$ cat src/rtl/text_pkg.sv
// Shared constants, state encoding and character helpers for the text SRAM loader.
package text_pkg;

  localparam logic [7:0] CH_ETX       = 8'h03;
  localparam logic [7:0] CH_SP        = 8'h20;
  localparam int         MAX_WORD_DEF = 5;

  typedef enum logic [1:0] {
    IDLE,
    LOAD,
    TERM,
    DONE
  } state_e;

  function automatic logic [7:0] fold_case(input logic [7:0] c);
    return (c >= 8'h61 && c <= 8'h7A) ? (c - 8'h20) : c;
  endfunction

endpackage

$ cat src/rtl/char_filter.sv
// Per-byte keep/drop decision for the text image: collapses spaces and truncates long words.
module char_filter
  import text_pkg::*;
#(
  parameter int MAX_WORD = MAX_WORD_DEF
) (
  input  logic       clock,
  input  logic       reset,
  input  logic       clear_i,
  input  logic       valid_i,
  input  logic [7:0] data_i,
  output logic       keep_o,
  output logic       word_start_o,
  output logic       trunc_hit_o
);

  localparam int CNT_W = $clog2(MAX_WORD + 1);

  logic             in_word_q, in_word_d;
  logic [CNT_W-1:0] cnt_q, cnt_d;
  logic             is_sp;
  logic             room;

  assign is_sp = (data_i == CH_SP);
  assign room  = (cnt_q < CNT_W'(MAX_WORD));

  always_comb begin
    keep_o       = 1'b0;
    word_start_o = 1'b0;
    trunc_hit_o  = 1'b0;
    in_word_d    = in_word_q;
    cnt_d        = cnt_q;
    if (valid_i) begin
      if (is_sp) begin
        // a space survives only directly after a word, even a truncated one
        keep_o    = in_word_q;
        in_word_d = 1'b0;
        cnt_d     = '0;
      end else begin
        in_word_d = 1'b1;
        if (room) begin
          keep_o       = 1'b1;
          word_start_o = (cnt_q == '0);
          cnt_d        = cnt_q + CNT_W'(1);
        end else begin
          trunc_hit_o = 1'b1;
        end
      end
    end
    if (clear_i) begin
      in_word_d = 1'b0;
      cnt_d     = '0;
    end
  end

  always_ff @(posedge clock) begin
    if (reset) begin
      in_word_q <= 1'b0;
      cnt_q     <= '0;
    end else begin
      in_word_q <= in_word_d;
      cnt_q     <= cnt_d;
    end
  end

endmodule

$ cat src/rtl/text_loader.sv
// Writes a filtered, ETX-terminated text image into the text SRAM from a byte stream.
// Define CASE_FOLD_EN to fold lowercase letters to uppercase before writing.
module text_loader
  import text_pkg::*;
#(
  parameter int ADDR_W   = 10,
  parameter int DEPTH    = 1024,
  parameter int MAX_WORD = MAX_WORD_DEF
) (
  input  logic              clock,
  input  logic              reset,
  input  logic              start,
  input  logic              in_valid,
  input  logic [7:0]        in_data,
  input  logic              in_last,
  output logic              in_ready,
  output logic              sram_we,
  output logic [ADDR_W-1:0] sram_addr,
  output logic [7:0]        sram_wdata,
  output logic              busy,
  output logic              done,
  output logic              overflow,
  output logic              trunc,
  output logic [ADDR_W-1:0] word_count
);

  state_e            state_q, state_d;
  logic [ADDR_W-1:0] addr_q, addr_d;
  logic [ADDR_W-1:0] waddr_q, waddr_d;
  logic [7:0]        wdata_q, wdata_d;
  logic              we_q, we_d;
  logic [ADDR_W-1:0] wc_q, wc_d;
  logic              done_q, done_d;
  logic              ovf_q, ovf_d;
  logic              trunc_q, trunc_d;

  logic       accept, is_etx, full;
  logic       keep, word_start, trunc_hit;
  logic [7:0] char_out;

  // start wins over a byte offered in the same cycle, so never acknowledge it
  assign in_ready = (state_q == LOAD) && !start;
  assign accept   = in_valid && in_ready;
  assign is_etx   = (in_data == CH_ETX);
  assign full     = (addr_q == ADDR_W'(DEPTH - 1));

`ifdef CASE_FOLD_EN
  assign char_out = fold_case(in_data);
`else
  assign char_out = in_data;
`endif

  char_filter #(.MAX_WORD(MAX_WORD)) u_filter (
    .clock        (clock),
    .reset        (reset),
    .clear_i      (start),
    .valid_i      (accept && !is_etx),
    .data_i       (in_data),
    .keep_o       (keep),
    .word_start_o (word_start),
    .trunc_hit_o  (trunc_hit)
  );

  always_comb begin
    state_d = state_q;
    addr_d  = addr_q;
    waddr_d = waddr_q;
    wdata_d = wdata_q;
    we_d    = 1'b0;
    wc_d    = wc_q;
    done_d  = done_q;
    ovf_d   = ovf_q;
    trunc_d = trunc_q;
    if (start) begin
      state_d = LOAD;
      addr_d  = '0;
      wc_d    = '0;
      done_d  = 1'b0;
      ovf_d   = 1'b0;
      trunc_d = 1'b0;
    end else begin
      case (state_q)
        LOAD: begin
          if (accept) begin
            if (!is_etx) begin
              if (full) begin
                ovf_d = 1'b1;
              end else if (keep) begin
                we_d    = 1'b1;
                waddr_d = addr_q;
                wdata_d = char_out;
                addr_d  = addr_q + ADDR_W'(1);
                if (word_start) wc_d = wc_q + ADDR_W'(1);
              end
              if (trunc_hit) trunc_d = 1'b1;
            end
            if (is_etx || in_last) state_d = TERM;
          end
        end
        TERM: begin
          // the last free location is reserved, so ETX always has a slot
          we_d    = 1'b1;
          waddr_d = addr_q;
          wdata_d = CH_ETX;
          done_d  = 1'b1;
          state_d = DONE;
        end
        default: ;
      endcase
    end
  end

  always_ff @(posedge clock) begin
    if (reset) begin
      state_q <= IDLE;
      addr_q  <= '0;
      waddr_q <= '0;
      wdata_q <= '0;
      we_q    <= 1'b0;
      wc_q    <= '0;
      done_q  <= 1'b0;
      ovf_q   <= 1'b0;
      trunc_q <= 1'b0;
    end else begin
      state_q <= state_d;
      addr_q  <= addr_d;
      waddr_q <= waddr_d;
      wdata_q <= wdata_d;
      we_q    <= we_d;
      wc_q    <= wc_d;
      done_q  <= done_d;
      ovf_q   <= ovf_d;
      trunc_q <= trunc_d;
    end
  end

  assign sram_we    = we_q;
  assign sram_addr  = waddr_q;
  assign sram_wdata = wdata_q;
  assign busy       = (state_q == LOAD) || (state_q == TERM);
  assign done       = done_q;
  assign overflow   = ovf_q;
  assign trunc      = trunc_q;
  assign word_count = wc_q;

endmodule
$ cat config.mk
export PLATFORM = sky130hd
export DESIGN_NAME = text_loader
export DESIGN_NICKNAME = d
export VERILOG_FILES = /design/src/rtl/text_pkg.sv /design/src/rtl/char_filter.sv /design/src/rtl/text_loader.sv
export SDC_FILE = /design/constraint.sdc
export NUM_CORES = 1
export LEC_CHECK = 0
export ABC_AREA = 1
export BUFFER_PORTS_ARGS = -buffer_cell sky130_fd_sc_hd__buf_2
export CAP_MARGIN = 40
export CORE_ASPECT_RATIO = 1.4
export CORE_UTILIZATION = 35
export DETAILED_ROUTE_END_ITERATION = 8
export PLACE_DENSITY = 0.69
export SLEW_MARGIN = 20
export SYNTH_ARGS = -nofsm -noshare
export SYNTH_HDL_FRONTEND = slang
export SYNTH_SLANG_ARGS = --single-unit
$ cat constraint.sdc
create_clock -name clock -period 1.6 [get_ports clock]
set_input_delay 0.08 -clock clock [delete_from_list [all_inputs] [get_ports clock]]
set_output_delay 0.08 -clock clock [all_outputs]
set_load 0.01 [all_outputs]
==> metrics.md <==
| Metric | Value |
|---|---|
| Outcome | `complete, but fails checks` |
| Failing checks | `setup timing` |
| Vias | `2,444` |
| Slew HR | `0.650` |
| Max cap viols | `0` |
| Fin nets | `443` |
| Full die area | `0.00746 sq mm` |
| Clock skew | `11.7 ps` |
| Placed instance count | `501` |
| Post-Layout Cell Count | `520` |
| Commonest non-fill, non-tap cell in the layout | `nand2_1` |
| Diodes inserted | `0` |
| CTS tree | `done` |
| Die Span Y | `102 microns` |
| Compound-gate portion of the synthesized area | `0.135` |
| Final worst slack | `-18.2 ps` |
| Async set-or-reset flop fraction in the synthesized netlist | `0` |
| Req. time, crit path | `1770 ps` |
| Root buffer cell | `clkbuf_8` |
| Mux share of post-synthesis cell area | `0` |
| Number of global-route vias before repair | `2,249` |
| Row count | `36` |
| Post-layout minimum cycle time | `1620 ps` |
| Post-synthesis adder-cell area fraction | `0.0302` |
| CTS Buffer Depth | `2` |
| DR pass1 iterations | `4` |
| Worst-Margin Slew | `525 ps` |
| Final WL | `5840 microns` |
| Yosys cell types | `32` |
| CP Class | `register to register` |
| Hold Crit Class | `input pin to register` |
| Final Max Slew Viols | `0` |
| Final hold violation count | `0` |
| CP Data Arrival Time | `1790 ps` |
| DR DRC count | `0` |
| GRT overflow | `0` |
| Layout area overhead | `31.3%` |
| Sum Neg Setup Slack | `-79.4 ps` |
| CTS Buf Count | `5` |
| Antenna violations before repair | `0` |
| CP Launch Type | `register` |
| CORE AREA | `0.00694 sq mm` |
| Simple-Gate Fraction of Synth Area | `0.330` |
| Max IR drop VDD | `545 uV` |
| Setup violations, final | `6` |
| Period utilization | `1.01` |
| Ys Warns | `0` |
| Main synth FF type | `dfxtp_1` |
| RSZ-0062 raised after global routing | `true` |
| DR WL/cell | `11.2 microns` |
| GRT Total Usage | `0.167` |
| Post-synthesis sequential area ratio | `0.386` |
| Initial DRC count | `88` |
| Clk_lat worst skew | `310 ps` |
| I/O pins | `47` |
| RD Place Congestion | `0.812` |
| Mean post-synth cell area | `7.01 sq um` |
| Synthesized net count | `374` |
| Design Area, Final | `0.00327 sq mm` |
| Pin count of the biggest net entering global routing | `37` |
| Area of placed instances | `0.00294 sq mm` |
| Max Clk Rate | `618 MHz` |
| Post-Syn Instances | `355` |
| CTS H-Tree Depth | `2` |
| Fill cells | `737` |
| First-pass GRT wire length | `9800 microns` |
| Pleak | `1.42 nW` |
| Clock transition at path regs | `80 ps` |
| Pwr dens | `709 mW/mm^2` |
| Vias per cell | `4.70` |
| Xor/xnor cell area share of the yosys netlist | `0.0246` |
| Initial core utilization | `0.359` |
| Post-synth EDFFs | `0` |
| Critical Path End Type | `register` |
| Yosys reg bits | `48` |
| Sink Count | `48` |
| Share of layout cells above drive strength 1 | `0.322` |
| Commonest non-fill, non-tap cells in the layout | `nand2_1 (65), nor2_1 (55), buf_2 (46)` |
| Largest family of logic cells by synthesized area | `simple AND/OR/NAND/NOR gates` |
| Critical Path Fanout Max | `6` |
| Mapped cell area | `0.00249 sq mm` |
| Die width | `73.3 microns` |
| Post-DP HPWL | `4070 microns` |
| PortBufs | `46` |
| Hold_ws | `68.8 ps` |
| Post-DRT Antenna Nets | `0` |
==> cell families (layout without fill, tap and decap cells) <==
| group | Yosys count | after routing |
|---|---|---|
| AND/OR/NAND/NOR | 185 | 185 |
| AO/OA/AOI/OAI | 59 | 59 |
| buffers and inverters | 50 | 120 |
| flip-flops | 48 | 48 |
| XOR/XNOR | 7 | 7 |
| adder cells (fa/ha/maj) | 6 | 6 |
==> synth_stat cells, types with 2 or more instances <==
| library cell | instances | area, sq um |
|---|---|---|
| dfxtp_1 | 48 | 961 |
| nand2_1 | 73 | 274 |
| o21ai_0 | 8 | 40.0 |
| nand3_1 | 34 | 170 |
| buf_6 | 4 | 45.0 |
| xor2_1 | 3 | 26.3 |
| nand2_2 | 5 | 31.3 |
| clkbuf_1 | 3 | 11.3 |
| nor2_2 | 2 | 12.5 |
| ha_1 | 6 | 75.1 |
| nor2_1 | 56 | 210 |
| o21bai_4 | 2 | 37.5 |
| inv_2 | 2 | 7.51 |
| a21oi_1 | 41 | 205 |
| inv_1 | 35 | 131 |
| buf_2 | 4 | 20.0 |
| nor2_4 | 2 | 22.5 |
| nand4_1 | 3 | 18.8 |
| and3_1 | 2 | 12.5 |
| nor3_1 | 4 | 20.0 |
| a31oi_1 | 4 | 25.0 |
| xnor2_1 | 4 | 35.0 |
==> metrics by stage <==
step	setup WS, ps	power [mW]	utilization
2_1_floorplan	-5.25	1.45	-
3_3_place_gp	-28.3	1.54	0.423
3_5_place_dp	-71.1	1.54	0.423
4_1_cts	-12.3	2.37	0.459
5_1_grt	-108	2.44	0.471
6_report	-18.2	2.32	0.471
==> worst paths after layout <==
kind	startpoint	endpoint	slack [ps]	cells after the start
max	state_q[1]$_SDFFE_PP0P_	word_count[6]$_SDFFE_PP0P_	-20	12
max reg2reg	state_q[1]$_SDFFE_PP0P_	word_count[6]$_SDFFE_PP0P_	-20	12
min	start	state_q[1]$_SDFFE_PP0P_	70	2
min reg2reg	sram_wdata[5]$_SDFFE_PP0P_	sram_wdata[5]$_SDFFE_PP0P_	470	2
==> layer usage <==
metal,wire length (microns),up-vias,part of all wire,track usage
met5,0,-,0,0
met4,83,0,0.014,0.0588
met3,200,6,0.034,0.0299
met2,3020,53,0.52,0.313
met1,2540,1108,0.44,0.185
li1,-,1277,-,-
==> worst max-delay path: stages, from the launching register on <==
cell     delay (ps)
dfxtp_2         330
inv_2            60
ha_4            140
inv_4            40
nor2_4           90
nand2_2          80
nor2_4          110
nand2_4          80
nor2_4          190
nand2_4         120
buf_6           150
nand2_2          50
a21oi_2          50
==> flip-flops by register name, indices dropped and copies added, names as in the netlist <==
name and flops:
sram_addr 10, u_filter.in_word_q 1, u_filter.cnt_q 3, state_q 2, sram_wdata 8, word_count 10
done 1, overflow 1, trunc 1, sram_we 1, addr_q 10
==> layout make-up <==
cell class                 instances  area [sq um]  area share
sequential                        48           966       0.296
tap                               95           119      0.0364
timing repair buffer              74           478       0.146
multi-input combinational        257          1460       0.446
clock buffer                       6          82.6      0.0253
clock inverter                     2          13.8     0.00421
inverter                          38           150      0.0460
==> power breakdown <==
group / switching, mW / leakage, nW / internal (mW) / total (mW)
logic: 0.184 / 0.978 / 0.133 / 0.317
clock network: 0.412 / 0.0516 / 0.354 / 0.766
registers: 0.0128 / 0.390 / 1.22 / 1.23
==> timing repair <==
item                                    in CTS  in global routing
resized for setup                           15                 39
buffers inserted                             6                  4
gates cloned                                 2                  1
endpoints found under the hold margin        1                  0
hold buffers                                 1                  0
endpoints found under the setup margin      33                 37
pin swaps                                    4                 12
(Power assumes the default switching activity.)
